## src/rtl/mult_share_arb_pkg.sv

```systemverilog
// mult_pkg: shared constants, tag type and id-width helper for the multiplier arbiter
package mult_pkg;
    localparam int MULT_LAT = 4;
    localparam int TAG_IDW = 3;
    typedef struct packed {
        logic                valid;
        logic [TAG_IDW-1:0]  id;
    } tag_t;
    function automatic int id_w(input int n);
        return (n > 1) ? $clog2(n) : 1;
    endfunction
endpackage

```

## src/rtl/mult_share_arb_if.sv

```systemverilog
// mult_share_arb_if: request/response bundle between clients and the shared multiplier
interface mult_share_arb_if #(
    parameter int NUM_REQ  = 4,
    parameter int LENGTH   = 8,
    parameter int MULT_LAT = mult_pkg::MULT_LAT
);
    logic                           arb_en;
    logic [NUM_REQ-1:0]             req_valid;
    logic [NUM_REQ*LENGTH-1:0]      req_a;
    logic [NUM_REQ*LENGTH-1:0]      req_b;
    logic [NUM_REQ-1:0]             req_ready;
    logic [NUM_REQ-1:0]             rsp_valid;
    logic [2*LENGTH-1:0]            rsp_data;
    logic                           busy;
    logic [$clog2(MULT_LAT+1)-1:0]  inflight;
    modport master (
        output arb_en, req_valid, req_a, req_b,
        input  req_ready, rsp_valid, rsp_data, busy, inflight
    );
    modport slave (
        input  arb_en, req_valid, req_a, req_b,
        output req_ready, rsp_valid, rsp_data, busy, inflight
    );
endinterface

```

## src/rtl/mult_share_arb_rr_arbiter.sv

```systemverilog
// rr_arbiter: round-robin grant search starting one past the last accepted requester
module rr_arbiter
    import mult_pkg::*;
#(
    parameter int NUM_REQ = 4,
    parameter int IW      = id_w(NUM_REQ)
) (
    input  logic               clk,
    input  logic               rst_n,
    input  logic               en,
    input  logic [NUM_REQ-1:0] valid,
    input  logic               accept,
    output logic [NUM_REQ-1:0] grant,
    output logic [IW-1:0]      grant_id
);
    logic [IW-1:0] last_grant;
    logic          found;
    // first valid requester after last_grant, wrapping; grant only when enabled and out of reset
    always_comb begin
        grant_id = '0;
        found    = 1'b0;
        for (int i = 1; i <= NUM_REQ; i++) begin
            if (!found && valid[(int'(last_grant) + i) % NUM_REQ]) begin
                found    = 1'b1;
                grant_id = IW'((int'(last_grant) + i) % NUM_REQ);
            end
        end
        grant = (en && rst_n && found) ? NUM_REQ'(1) << grant_id : '0;
    end
    // pointer moves only on an actual transfer; reset parks it so requester 0 wins first
    always_ff @(posedge clk) begin
        if (!rst_n)
            last_grant <= IW'(NUM_REQ - 1);
        else if (accept)
            last_grant <= grant_id;
    end
endmodule

```

## src/rtl/product.sv

```systemverilog
// product: pipelined unsigned multiplier, operands captured on one edge, result four edges later
module product #(
    parameter int length = 8
) (
    input  logic                clk,
    input  logic                rst,
    input  logic [length-1:0]   a,
    input  logic [length-1:0]   b,
    output logic [2*length-1:0] op
);
    logic [length-1:0]   a_r;
    logic [length-1:0]   b_r;
    logic [2*length-1:0] p1;
    logic [2*length-1:0] p2;
    // operand capture, multiply, then two retiming stages to the output
    always_ff @(posedge clk) begin
        if (rst) begin
            a_r <= '0;
            b_r <= '0;
            p1  <= '0;
            p2  <= '0;
            op  <= '0;
        end else begin
            a_r <= a;
            b_r <= b;
            p1  <= {{length{1'b0}}, a_r} * {{length{1'b0}}, b_r};
            p2  <= p1;
            op  <= p2;
        end
    end
endmodule

```

## src/rtl/mult_share_arb.sv

```systemverilog
// mult_share_arb: shares one pipelined multiplier among requesters and routes results by tag
module mult_share_arb
    import mult_pkg::*;
#(
    parameter int NUM_REQ  = 4,
    parameter int LENGTH   = 8,
    parameter int MULT_LAT = mult_pkg::MULT_LAT
) (
    input  logic           clk,
    input  logic           rst_n,
    mult_share_arb_if.slave bus
);
    localparam int IW = id_w(NUM_REQ);
    localparam int CW = $clog2(MULT_LAT + 1);

    logic [NUM_REQ-1:0]  grant;
    logic [IW-1:0]       gid;
    logic                xfer;
    logic [LENGTH-1:0]   a;
    logic [LENGTH-1:0]   b;
    logic [2*LENGTH-1:0] op;
    tag_t                tags [MULT_LAT];
    tag_t                tail;
    logic [CW-1:0]       cnt;

    rr_arbiter #(.NUM_REQ(NUM_REQ), .IW(IW)) u_arb (
        .clk      (clk),
        .rst_n    (rst_n),
        .en       (bus.arb_en),
        .valid    (bus.req_valid),
        .accept   (xfer),
        .grant    (grant),
        .grant_id (gid)
    );

    assign xfer          = |(bus.req_valid & grant);
    assign bus.req_ready = grant;
    assign a             = xfer ? bus.req_a[int'(gid)*LENGTH +: LENGTH] : '0;
    assign b             = xfer ? bus.req_b[int'(gid)*LENGTH +: LENGTH] : '0;

    product #(.length(LENGTH)) u_mul (
        .clk (clk),
        .rst (~rst_n),
        .a   (a),
        .b   (b),
        .op  (op)
    );

    assign tail          = tags[MULT_LAT-1];
    assign bus.rsp_valid = tail.valid ? NUM_REQ'(1) << tail.id : '0;
    assign bus.rsp_data  = tail.valid ? op : '0;
    assign bus.inflight  = cnt;
    assign bus.busy      = cnt != '0;

    // owner tags travel alongside the multiplier pipeline; counter tracks live stages
    always_ff @(posedge clk) begin
        if (!rst_n) begin
            for (int i = 0; i < MULT_LAT; i++) tags[i] <= '0;
            cnt <= '0;
        end else begin
            tags[0] <= '{valid: xfer, id: TAG_IDW'(gid)};
            for (int i = 1; i < MULT_LAT; i++) tags[i] <= tags[i-1];
            cnt <= cnt + CW'(xfer) - CW'(tail.valid);
        end
    end
endmodule
```

## src/flat_wrapper.sv

```systemverilog
// flat-port wrapper written by rule: the top's interface ports become plain ports
module mult_share_arb_flat import mult_pkg::*;
#(
    parameter int NUM_REQ  = 4,
    parameter int LENGTH   = 8,
    parameter int MULT_LAT = mult_pkg::MULT_LAT
)
  (clk, rst_n, bus_arb_en, bus_req_valid, bus_req_a, bus_req_b, bus_req_ready, bus_rsp_valid, bus_rsp_data, bus_busy, bus_inflight);
  mult_share_arb_if #(.NUM_REQ(NUM_REQ), .LENGTH(LENGTH), .MULT_LAT(MULT_LAT)) bus_i ();
  input  logic clk;
  input  logic rst_n;
  input wire logic [$bits(bus_i.arb_en)-1:0] bus_arb_en;
  input wire logic [$bits(bus_i.req_valid)-1:0] bus_req_valid;
  input wire logic [$bits(bus_i.req_a)-1:0] bus_req_a;
  input wire logic [$bits(bus_i.req_b)-1:0] bus_req_b;
  output wire logic [$bits(bus_i.req_ready)-1:0] bus_req_ready;
  output wire logic [$bits(bus_i.rsp_valid)-1:0] bus_rsp_valid;
  output wire logic [$bits(bus_i.rsp_data)-1:0] bus_rsp_data;
  output wire logic [$bits(bus_i.busy)-1:0] bus_busy;
  output wire logic [$bits(bus_i.inflight)-1:0] bus_inflight;
  assign bus_i.arb_en = bus_arb_en;
  assign bus_i.req_valid = bus_req_valid;
  assign bus_i.req_a = bus_req_a;
  assign bus_i.req_b = bus_req_b;
  assign bus_req_ready = bus_i.req_ready;
  assign bus_rsp_valid = bus_i.rsp_valid;
  assign bus_rsp_data = bus_i.rsp_data;
  assign bus_busy = bus_i.busy;
  assign bus_inflight = bus_i.inflight;
  mult_share_arb #(.NUM_REQ(NUM_REQ), .LENGTH(LENGTH), .MULT_LAT(MULT_LAT)) u_core (.clk(clk), .rst_n(rst_n), .bus(bus_i));
endmodule
```

## config.mk

```make
export PLATFORM = sky130hd
export DESIGN_NAME = mult_share_arb_flat
export DESIGN_NICKNAME = d
export VERILOG_FILES = /design/src/rtl/mult_share_arb_pkg.sv /design/src/rtl/mult_share_arb_if.sv /design/src/rtl/mult_share_arb_rr_arbiter.sv /design/src/rtl/product.sv /design/src/rtl/mult_share_arb.sv /design/src/flat_wrapper.sv
export SDC_FILE = /design/constraint.sdc
export NUM_CORES = 1
export LEC_CHECK = 0
export CAP_MARGIN = 5
export CORE_ASPECT_RATIO = 0.5
export CORE_MARGIN = 2
export CORE_UTILIZATION = 50
export CTS_CLUSTER_SIZE = 24
export DETAILED_ROUTE_END_ITERATION = 12
export PLACE_DENSITY = 0.75
export SYNTH_ARGS = -nofsm -noshare
export SYNTH_HDL_FRONTEND = slang
export SYNTH_SLANG_ARGS = --single-unit
```

## constraint.sdc

```tcl
create_clock -name clk -period 12.2 [get_ports clk]
set_clock_uncertainty 0.15 [all_clocks]
set_input_delay 2.44 -clock clk [delete_from_list [all_inputs] [get_ports clk]]
set_output_delay 2.44 -clock clk [all_outputs]
set_load 0.005 [all_outputs]
```

==> impl_metrics.csv <==
group,metric,value,unit
synthesis,ys_seq_elements,81,
power,max-vdd-ir-drop,0.00008828,V
sta,clock.fmax,0.1458,GHz
synthesis,syn_avg_cell_area,9.843,um^2
clock_network,htreeDepth,3,
synthesis,netlist_top_cells_area,"dfxtp_1 (32%), fa_1 (15%), and2_1 (14%), ha_1 (9.5%), mux2i_1 (7.0%)",
die,num_rows,25,
global_route,grt-ovfl-total,0,
sta,setup_violations,0,
power,combPwrFrac,0.141,
power,switching_share,0.2457,
synthesis,synth-seq-area-share,0.3230,
setup_path,worstReg2RegStart,"u_core.u_mul.b_r[6]",
synthesis,synth_edf_count,0,
final_layout,finalNetCount,752,
setup_path,startpoint_type,"primary input",
placement,gp_congestion,0.8372,
job,drv_cap,0,
detailed_routing,drtIter0Drc,150,
global_route,grt_util_met3,0.04606,
sta,tightest_slew,0.5288,ns
synthesis,synthFlopType,"dfxtp_1",
clock_network,clock-root-buffer,"clkbuf_16",
sta,rsz0062_at_grt,"no",
global_route,grt_max_degree,54,
sta,maxSlewHeadroom,0.6475,
power,p_sw,0.0001674,W
detailed_routing,firstDrtPassIters,4,
run_status,run_status,"completed",
placement,dp.cells,730,
placement,portBuffers,98,
detailed_routing,viasPerCell,4.845,
global_route,use_met1,0.2563,
setup_path,critPathKind,"in -> out",
setup_path,crit_path_max_fanout,53,
final_layout,final_cell_mix,"and2_1 (113), clkdlybuf4s50_1 (98), dfxtp_1 (81)",
global_route,first_global_vias,3555,
synthesis,syn_nets,656,
synthesis,synth_top_area_frac,0.3230,
die,die_h,74.85,um
sta,fin_ws,5.339,ns
synthesis,netlist_instances,510,
clock_network,insertion_delay,0.33,ns
clock_network,cts_buffers,9,
sta,period_needed,6.861,ns
power,powerDensity,106.4,nW/um^2
sta,maxSlewViolCount,0,
final_layout,final_cells,746,
power,power_leakage,2.960,nW
detailed_routing,antenna_left,0,
synthesis,netlist-cell-type-count,45,
die,core,9603,um^2
setup_path,crit_required,9.61,ns
power,p_int,0.0005140,W
final_layout,area_growth,27.54,%
synthesis,mappedNetlistArea,5020,um^2
final_layout,drive_above_1_share,0.04746,
clock_network,clk_path_buf_depth,2,
global_route,antenna_found_initial,0,
setup_path,crit_start,"rst_n",
global_route,grt_pass1_wl,16490,um
placement,post-place-ws,5.307,ns
setup_path,critPathArrivalTime,4.27,ns
sta,hold_violations,0,
global_route,grt.busiest_layer,"met2",
sta,finalCritPeriodShare,0.5624,
clock_network,hold_buffers,0,
die,io-pin-count,99,
synthesis,synthArstFlopShare,0,
detailed_routing,vias,3614,
detailed_routing,wl,9320,um
die,die-area,10910,um^2
die,die_w,145.7,um
sta,tns,0,ns
power,seq_power_share,0.424,
clock_network,clk_pin_slew,0.06,ns
clock_network,cts_tree,"done",
clock_network,ctsResizeCount,0,
hold_path,hold_start,"u_core.tags[2][0]",
global_route,grt_use_met2,0.3097,
global_route,grt_use_total,0.1895,
synthesis,yosysWarnings,0,
final_layout,layout_commonest_cell,"and2_1",
detailed_routing,drc_errors,0,
power,p_clk_frac,0.435,
hold_path,hp-class,"reg -> reg",
clock_network,cts.sinks,81,
setup_path,crit_path_end_kind,"output port",
synthesis,yosys.area.top_type,"dfxtp_1",
placement,dp_hpwl,7133,um
detailed_routing,routedWlPerCell,12.49,um
die,start_util,0.5227,
clock_network,cts_setup_buffers,0,
final_layout,diodes,0,
==> kinds of logic after synthesis <==
logic type      count (synthesis)  share of synthesized area
compound gates                 58                    0.08001
xor+xnor                        6                    0.01047
fa+ha+maj                      75                     0.2423
buf+inv                        80                    0.07278
flops                          81                     0.3230
mux                            35                    0.06979
simple gates                  175                     0.2016
==> synthesized netlist by cell type (all sizes together) (5+ instances only) <==
cell / n
and2: 113
dfxtp: 81
inv: 65
ha: 38
fa: 37
mux2i: 35
nand2: 26
nor2: 16
o22ai: 16
a21oi: 13
clkbuf: 8
o21ai: 8
buf: 7
nor3: 6
xor2: 5
==> cell type report <==
cell class / instances / area, um^2
clock buffer: 9 / 225.2
timing repair buffer: 100 / 996.0
fill: 781 / 3201
clock inverter: 7 / 106.4
multi-input combinational: 349 / 3040
inverter: 65 / 244.0
tap: 135 / 168.9
sequential: 81 / 1622
==> power by group through the flow <==
stage | Combinational, W | Clock, W | Sequential, W
after global placement | 0.0000950 | 0 | 0.000294
after global routing | 0.000108 | 0.000316 | 0.000291
after CTS | 0.0000975 | 0.000302 | 0.000289
after floorplan | 0.0000633 | 0 | 0.000288
after detailed placement | 0.0000966 | 0 | 0.000295
final | 0.0000963 | 0.000296 | 0.000289
==> worst max-delay path, cell delays in order <==
cell             delay [ns]
clkdlybuf4s50_1        0.45
buf_4                  0.34
nand3_4                0.14
inv_2                  0.15
nand2_1                0.10
nor2_1                 0.10
clkdlybuf4s50_1        0.52
==> registers in the layout (all words and copies together) (netlist names) <==
register	count
u_core.u_mul.a_r	8
u_core.u_mul.op	16
u_core.tags	12
u_core.u_arb.last_grant	2
u_core.u_mul.p1	16
u_core.bus.inflight	3
u_core.u_mul.b_r	8
u_core.u_mul.p2	16
==> path summary, 6_finish.rpt <==
kind	slack (ns)	endpoint	depth (start not counted)
worst max register to register	7.81	u_core.u_mul.p1[15]	14
worst min register to register	0.28	u_core.tags[3][0]	1
worst min-delay path	0.28	u_core.tags[3][0]	1
worst max-delay path	5.34	bus_req_ready[2]	7
==> metrics by stage <==
stage | utilization | instance area [um^2] | hold slack [ns] | total power (W)
3_3_place_gp | 0.6322 | 6071 | 0.2638 | 0.0003892
3_5_place_dp | 0.6322 | 6071 | 0.2669 | 0.0003912
5_1_grt | 0.6667 | 6402 | 0.2872 | 0.0007146
6_report | 0.6667 | 6402 | 0.2764 | 0.0006814
4_1_cts | 0.6667 | 6402 | 0.2759 | 0.0006886
2_1_floorplan | - | 5020 | 0.2619 | 0.0003516
==> routing by layer <==
metal	wire length, um	share of wire	vias to the layer above
met3	507	0.054	6
met5	0	0	-
met4	75	0.0080	0
li1	-	-	1844
met1	4599	0.49	1657
met2	4137	0.44	107
(Power assumes the default switching activity.)
==> edit 1: new RTL, config.mk and constraints unchanged <==
`NUM_REQ` is set to 4 in 4 places; all go to 3.
--- a/src/rtl/mult_share_arb_if.sv
+++ b/src/rtl/mult_share_arb_if.sv
@@ -1,6 +1,6 @@
 // mult_share_arb_if: request/response bundle between clients and the shared multiplier
 interface mult_share_arb_if #(
-    parameter int NUM_REQ  = 4,
+    parameter int NUM_REQ  = 3,
     parameter int LENGTH   = 8,
     parameter int MULT_LAT = mult_pkg::MULT_LAT
 );
--- a/src/rtl/mult_share_arb_rr_arbiter.sv
+++ b/src/rtl/mult_share_arb_rr_arbiter.sv
@@ -2,7 +2,7 @@
 module rr_arbiter
     import mult_pkg::*;
 #(
-    parameter int NUM_REQ = 4,
+    parameter int NUM_REQ = 3,
     parameter int IW      = id_w(NUM_REQ)
 ) (
     input  logic               clk,
--- a/src/rtl/mult_share_arb.sv
+++ b/src/rtl/mult_share_arb.sv
@@ -2,7 +2,7 @@
 module mult_share_arb
     import mult_pkg::*;
 #(
-    parameter int NUM_REQ  = 4,
+    parameter int NUM_REQ  = 3,
     parameter int LENGTH   = 8,
     parameter int MULT_LAT = mult_pkg::MULT_LAT
 ) (
--- a/src/flat_wrapper.sv
+++ b/src/flat_wrapper.sv
@@ -1,7 +1,7 @@
 // flat-port wrapper written by rule: the top's interface ports become plain ports
 module mult_share_arb_flat import mult_pkg::*;
 #(
-    parameter int NUM_REQ  = 4,
+    parameter int NUM_REQ  = 3,
     parameter int LENGTH   = 8,
     parameter int MULT_LAT = mult_pkg::MULT_LAT
 )
Ports: changed (5 resized); port bits go from 99 to 80. No check against the original RTL was run, so the function may have changed too.
==> edit 1 against the original RTL <==
  * Register-to-register slack lost 0.18 ns
  * Count of clock-buffer cells in the layout grew 1
  * Largest power group is now registers
  * Hold slack gained 0.00082 ns
  * Area after synthesis grew 4.2%
  * Design area grew 0.57%
  * Worst setup slack lost 1.3 ns
  * Power grew 12%
  * Synthesized cell count grew 9.4%
  * Routed wire length grew 12%
  * Sequential cell count is the same
  * Non-clock buffer count shrank 20
==> edit 1: results (changes against the original RTL) <==
[route]
wl_per_cell_um = 13.4  ; +6.9%
vias_per_cell = 4.85  ; +0.21%
totalWireLength_mm = 10.4  ; +12%
drt_iter0_drc = 136  ; -9.3%

[cells_and_area]
nonClkBufAreaFrac_pct = 12.4  ; -3.2 points
nets = 765  ; +1.7%
drive_gt1_share_pct = 5.02  ; +0.27 points
clock_area_share_pct = 4.88  ; -0.30 points
n_fill_cell = 901  ; +15%
seqAreaFraction_pct = 25.2  ; -0.14 points
multi_input_area_share_pct = 51.5  ; +4.0 points
fin_util_pct = 63.2  ; -3.4 points
comb.multi_input.count = 404  ; +16%
nNonClkInverters = 57  ; -12%
antennaDiodeCount = 0  ; unchanged
clockBufferCount = 10  ; +1

[power]
total_leakage_power_nw = 2.95  ; -0.37%
max-vdd-ir-drop_mv = 0.0762  ; -14%

[place]
portBuffers = 79  ; -19%
dp_cells = 762  ; +4.4%
hpwl_mm = 7.88  ; +10%
pre_cts_slack_ns = 4.06  ; -1.25 ns
place_area_um2 = 6120  ; +0.89%

[grt]
grt_start_max_net_pins = 53  ; -1.9%
grt_pass1_wl_mm = 18.1  ; +9.9%
use_met3_pct = 4.31  ; -0.29 points
met1_usage_pct = 28.4  ; +2.8 points
use_met2_pct = 30.9  ; -0.095 points
grt_usage_pct = 20.1  ; +1.2 points

[synth]
synthTopCellsByArea = dfxtp_1 31%, and2_1 16%, fa_1 14%
avgSynthCellArea_um2 = 9.38  ; -4.7%
synth_nets = 690  ; +5.2%
synth_commonest_cells = 130 x and2_1, 81 x dfxtp_1, 57 x inv_1
seq_area_frac_synth_pct = 31.0  ; -1.3 points
synth_cell_types = 54  ; +20%

[min_path]
min_from = u_core.tags[1][1]
hold_class = flip-flop to flip-flop
hold_end = u_core.tags[2][1]

[run_status]
status = completed

[critical_path]
worstReg2RegStart = u_core.u_mul.a_r[2]
critPathMaxFanout = 25  ; -53%
reg2reg_depth = 13  ; -1
r2r-end = u_core.u_mul.p1[14]

[sta]
slew_headroom_pct = 29.7  ; -35 points

-- edit 1: cell types whose count changed in the layout (fill, tap and decap cells not counted), moves of 3 or more --
cell | unedited run | this run
a21oi_1 | 10 | 28
and2_1 | 113 | 130
clkdlybuf4s50_1 | 98 | 79
ha_1 | 38 | 41
inv_1 | 64 | 57
inv_6 | 4 | 1
mux2i_1 | 35 | 1
nand2_1 | 24 | 43
nor2b_1 | 2 | 19
o21ai_1 | 3 | 0
o22ai_1 | 16 | 1
o31a_1 | 1 | 17
-- edit 1: kinds of logic after synthesis --
group	Yosys count	share of synthesized area, %
simple gates	242	26.3
flops	81	31.0
fa+ha+maj	78	24.0
compound gates	74	11.3
buf+inv	73	5.64
xor+xnor	7	1.17
mux	3	0.693
-- edit 1: layer usage --
metal	routed length, µm	up-vias
met1	5360	1728
met5	0	-
met3	502	11
met2	4410	93
li1	-	1945
met4	123	0
-- edit 1: report_power, final --
part | switching, W | total [W] | internal, W
logic | 0.0000941 | 0.000180 | 0.0000856
clock network | 0.000109 | 0.000275 | 0.000167
registers | 0.0000218 | 0.000305 | 0.000283
-- edit 1: worst max path at each step --
stage / startpoint / endpoint / slack, ns / cells past startpoint
2_1_floorplan: bus_req_valid[0] / bus_req_ready[0] / 6.06 / 5
3_3_place_gp: bus_req_valid[1] / bus_req_ready[1] / 4.11 / 6
3_5_place_dp: bus_req_valid[1] / bus_req_ready[1] / 4.06 / 6
4_1_cts: bus_req_valid[1] / bus_req_ready[1] / 4.05 / 6
5_1_grt: bus_req_valid[1] / bus_req_ready[1] / 3.88 / 6
6_report: bus_req_valid[1] / bus_req_ready[1] / 4.06 / 6
==> edit 2: new RTL, same flow settings <==
Made on the original files. `a_r` no longer has a reset.
--- a/src/rtl/product.sv
+++ b/src/rtl/product.sv
@@ -15,18 +15,20 @@
     // operand capture, multiply, then two retiming stages to the output
     always_ff @(posedge clk) begin
         if (rst) begin
-            a_r <= '0;
             b_r <= '0;
             p1  <= '0;
             p2  <= '0;
             op  <= '0;
         end else begin
-            a_r <= a;
             b_r <= b;
             p1  <= {{length{1'b0}}, a_r} * {{length{1'b0}}, b_r};
             p2  <= p1;
             op  <= p2;
         end
     end
+
+    always_ff @(posedge clk) begin
+        a_r <= a;
+    end
 endmodule
 
Behaviour: no difference found for any inputs over 4 cycles, from zero or initial values and one cycle with rst_n low; that may be too few to reach the edited logic, so the function may still have changed.
==> edit 2 against the original RTL <==
  * Routed wire length is 0.15% higher
  * Power down 2.8%
  * Cell count is 0.40% higher
  * Worst setup slack lost 0.059 ns
  * Area after synthesis is 0.42% higher
  * Sequential power about the same
  * Design area hardly changed
  * Sequential cell count unchanged
  * First-iteration DRC count shrank 13%
==> edit 2: results (changes against the original RTL) <==
[critical_path]
crit_arrival_ns = 4.33  ; +0.06 ns
critPathMaxFanout = 54  ; +1.9%
reg2reg_depth = 12  ; -2
reg2reg_slack_ns = 7.70  ; -0.11 ns
r2r-end = u_core.u_mul.p1[14]
worstReg2RegStart = u_core.u_mul.b_r[5]

[route]
vias_per_cell = 4.87  ; +0.62%
wl_per_cell_um = 12.5  ; -0.25%
drt_iter0_drc = 131  ; -13%

[clocking]
clk_pin_slew_worst_paths_ns = 0.06  ; about the same
cts_root_buf = clkbuf_16

[grt]
grt_start_max_net_pins = 55  ; +1.9%
grt_pass1_vias = 3544  ; -0.31%
grt_pass1_wl_mm = 16.4  ; -0.34%
grt_usage_pct = 18.8  ; -0.16 points

[cells_and_area]
comb.multi_input.count = 352  ; +0.86%
nets = 755  ; +0.40%
multi_input_area_share_pct = 47.8  ; +0.29 points
antennaDiodeCount = 0  ; unchanged
drive_gt1_share_pct = 4.89  ; +0.14 points
nonClkBufAreaFrac_pct = 15.6  ; about the same
n_fill_cell = 817  ; +4.6%
clock_area_share_pct = 4.87  ; -0.31 points
clockBufferCount = 9  ; unchanged

[synth]
muxShareOfSynthArea_pct = 6.83  ; -0.15 points
synth_nets = 660  ; +0.61%
synthTopCellsByArea = dfxtp_1 32%, fa_1 15%, and2_1 14%
synth_cell_types = 48  ; +6.7%
synth_commonest_cells = 114 x and2_1, 81 x dfxtp_1, 64 x inv_1
seq_area_frac_synth_pct = 32.2  ; -0.14 points
synth-compound-area-share_pct = 7.67  ; -0.33 points
yosys.area_share.adder_pct = 24.1  ; -0.10 points
synthXorXnorAreaFrac_pct = 1.22  ; +0.17 points

[power]
power_switching_w = 0.000169  ; +0.75%
max-vdd-ir-drop_mv = 0.0579  ; -34%
total_leakage_power_nw = 2.99  ; +1.1%
power_frac_comb_pct = 14.6  ; +0.5 points
p_clk_share_pct = 41.7  ; -1.8 points

[place]
globalplace.congestion = 0.822  ; -1.8%
hpwl_mm = 7.28  ; +2.0%

[min_path]
min_from = u_core.tags[0][3]
hold_class = flip-flop to flip-flop

[sta]
hold_ws_ns = 0.282  ; +0.00530 ns
slew_headroom_pct = 64.3  ; -0.49 points

[run_status]
status = completed

==> edit 2: changes by cell type after synthesis, sizes merged, moves of 2 or more <==
cell,change
a21oi,-2
o21ai,-3
nor3,+2
a21o,+2
xnor2,+2
==> edit 2: per-stage QoR <==
stage                     setup WS (ns)  power (W)  instance area [µm²]  cells  utilization, %
after global placement             5.34   0.000389                 6090    733            63.2
final                              5.28   0.000662                 6400    749            66.4
after floorplan                    6.37   0.000353                 5040    514               -
after detailed placement           5.27   0.000392                 6090    733            63.2
after CTS                          5.26   0.000669                 6400    749            66.4
after global routing               5.12   0.000695                 6400    749            66.4
==> edit 2: worst max-delay path, stage by stage <==
cell and delay (ns):
clkdlybuf4s50_1 0.45, buf_4 0.35, nand3_2 0.19, inv_2 0.16, nand2_1 0.11, nor2_1 0.10, clkdlybuf4s50_1 0.51
==> edit 2: worst max-delay path by stage <==
stage | slack (ns) | end | from | cells after the start
2_1_floorplan | 6.37 | bus_req_ready[2] | bus_req_valid[0] | 7
3_3_place_gp | 5.34 | bus_req_ready[2] | rst_n | 7
3_5_place_dp | 5.27 | bus_req_ready[3] | rst_n | 7
4_1_cts | 5.26 | bus_req_ready[3] | rst_n | 7
5_1_grt | 5.12 | bus_req_ready[3] | rst_n | 7
6_report | 5.28 | bus_req_ready[3] | rst_n | 7
==> edit 2: routing by layer <==
layer | part of all wire (%) | GRT usage, % | vias up | wire length, µm
li1 | - | - | 1854 | -
met1 | 49 | 25.2 | 1681 | 4610
met2 | 44 | 31.6 | 108 | 4110
met3 | 5.8 | 4.36 | 8 | 546
met4 | 0.72 | 4.75 | 0 | 67
met5 | 0 | 0 | - | 0
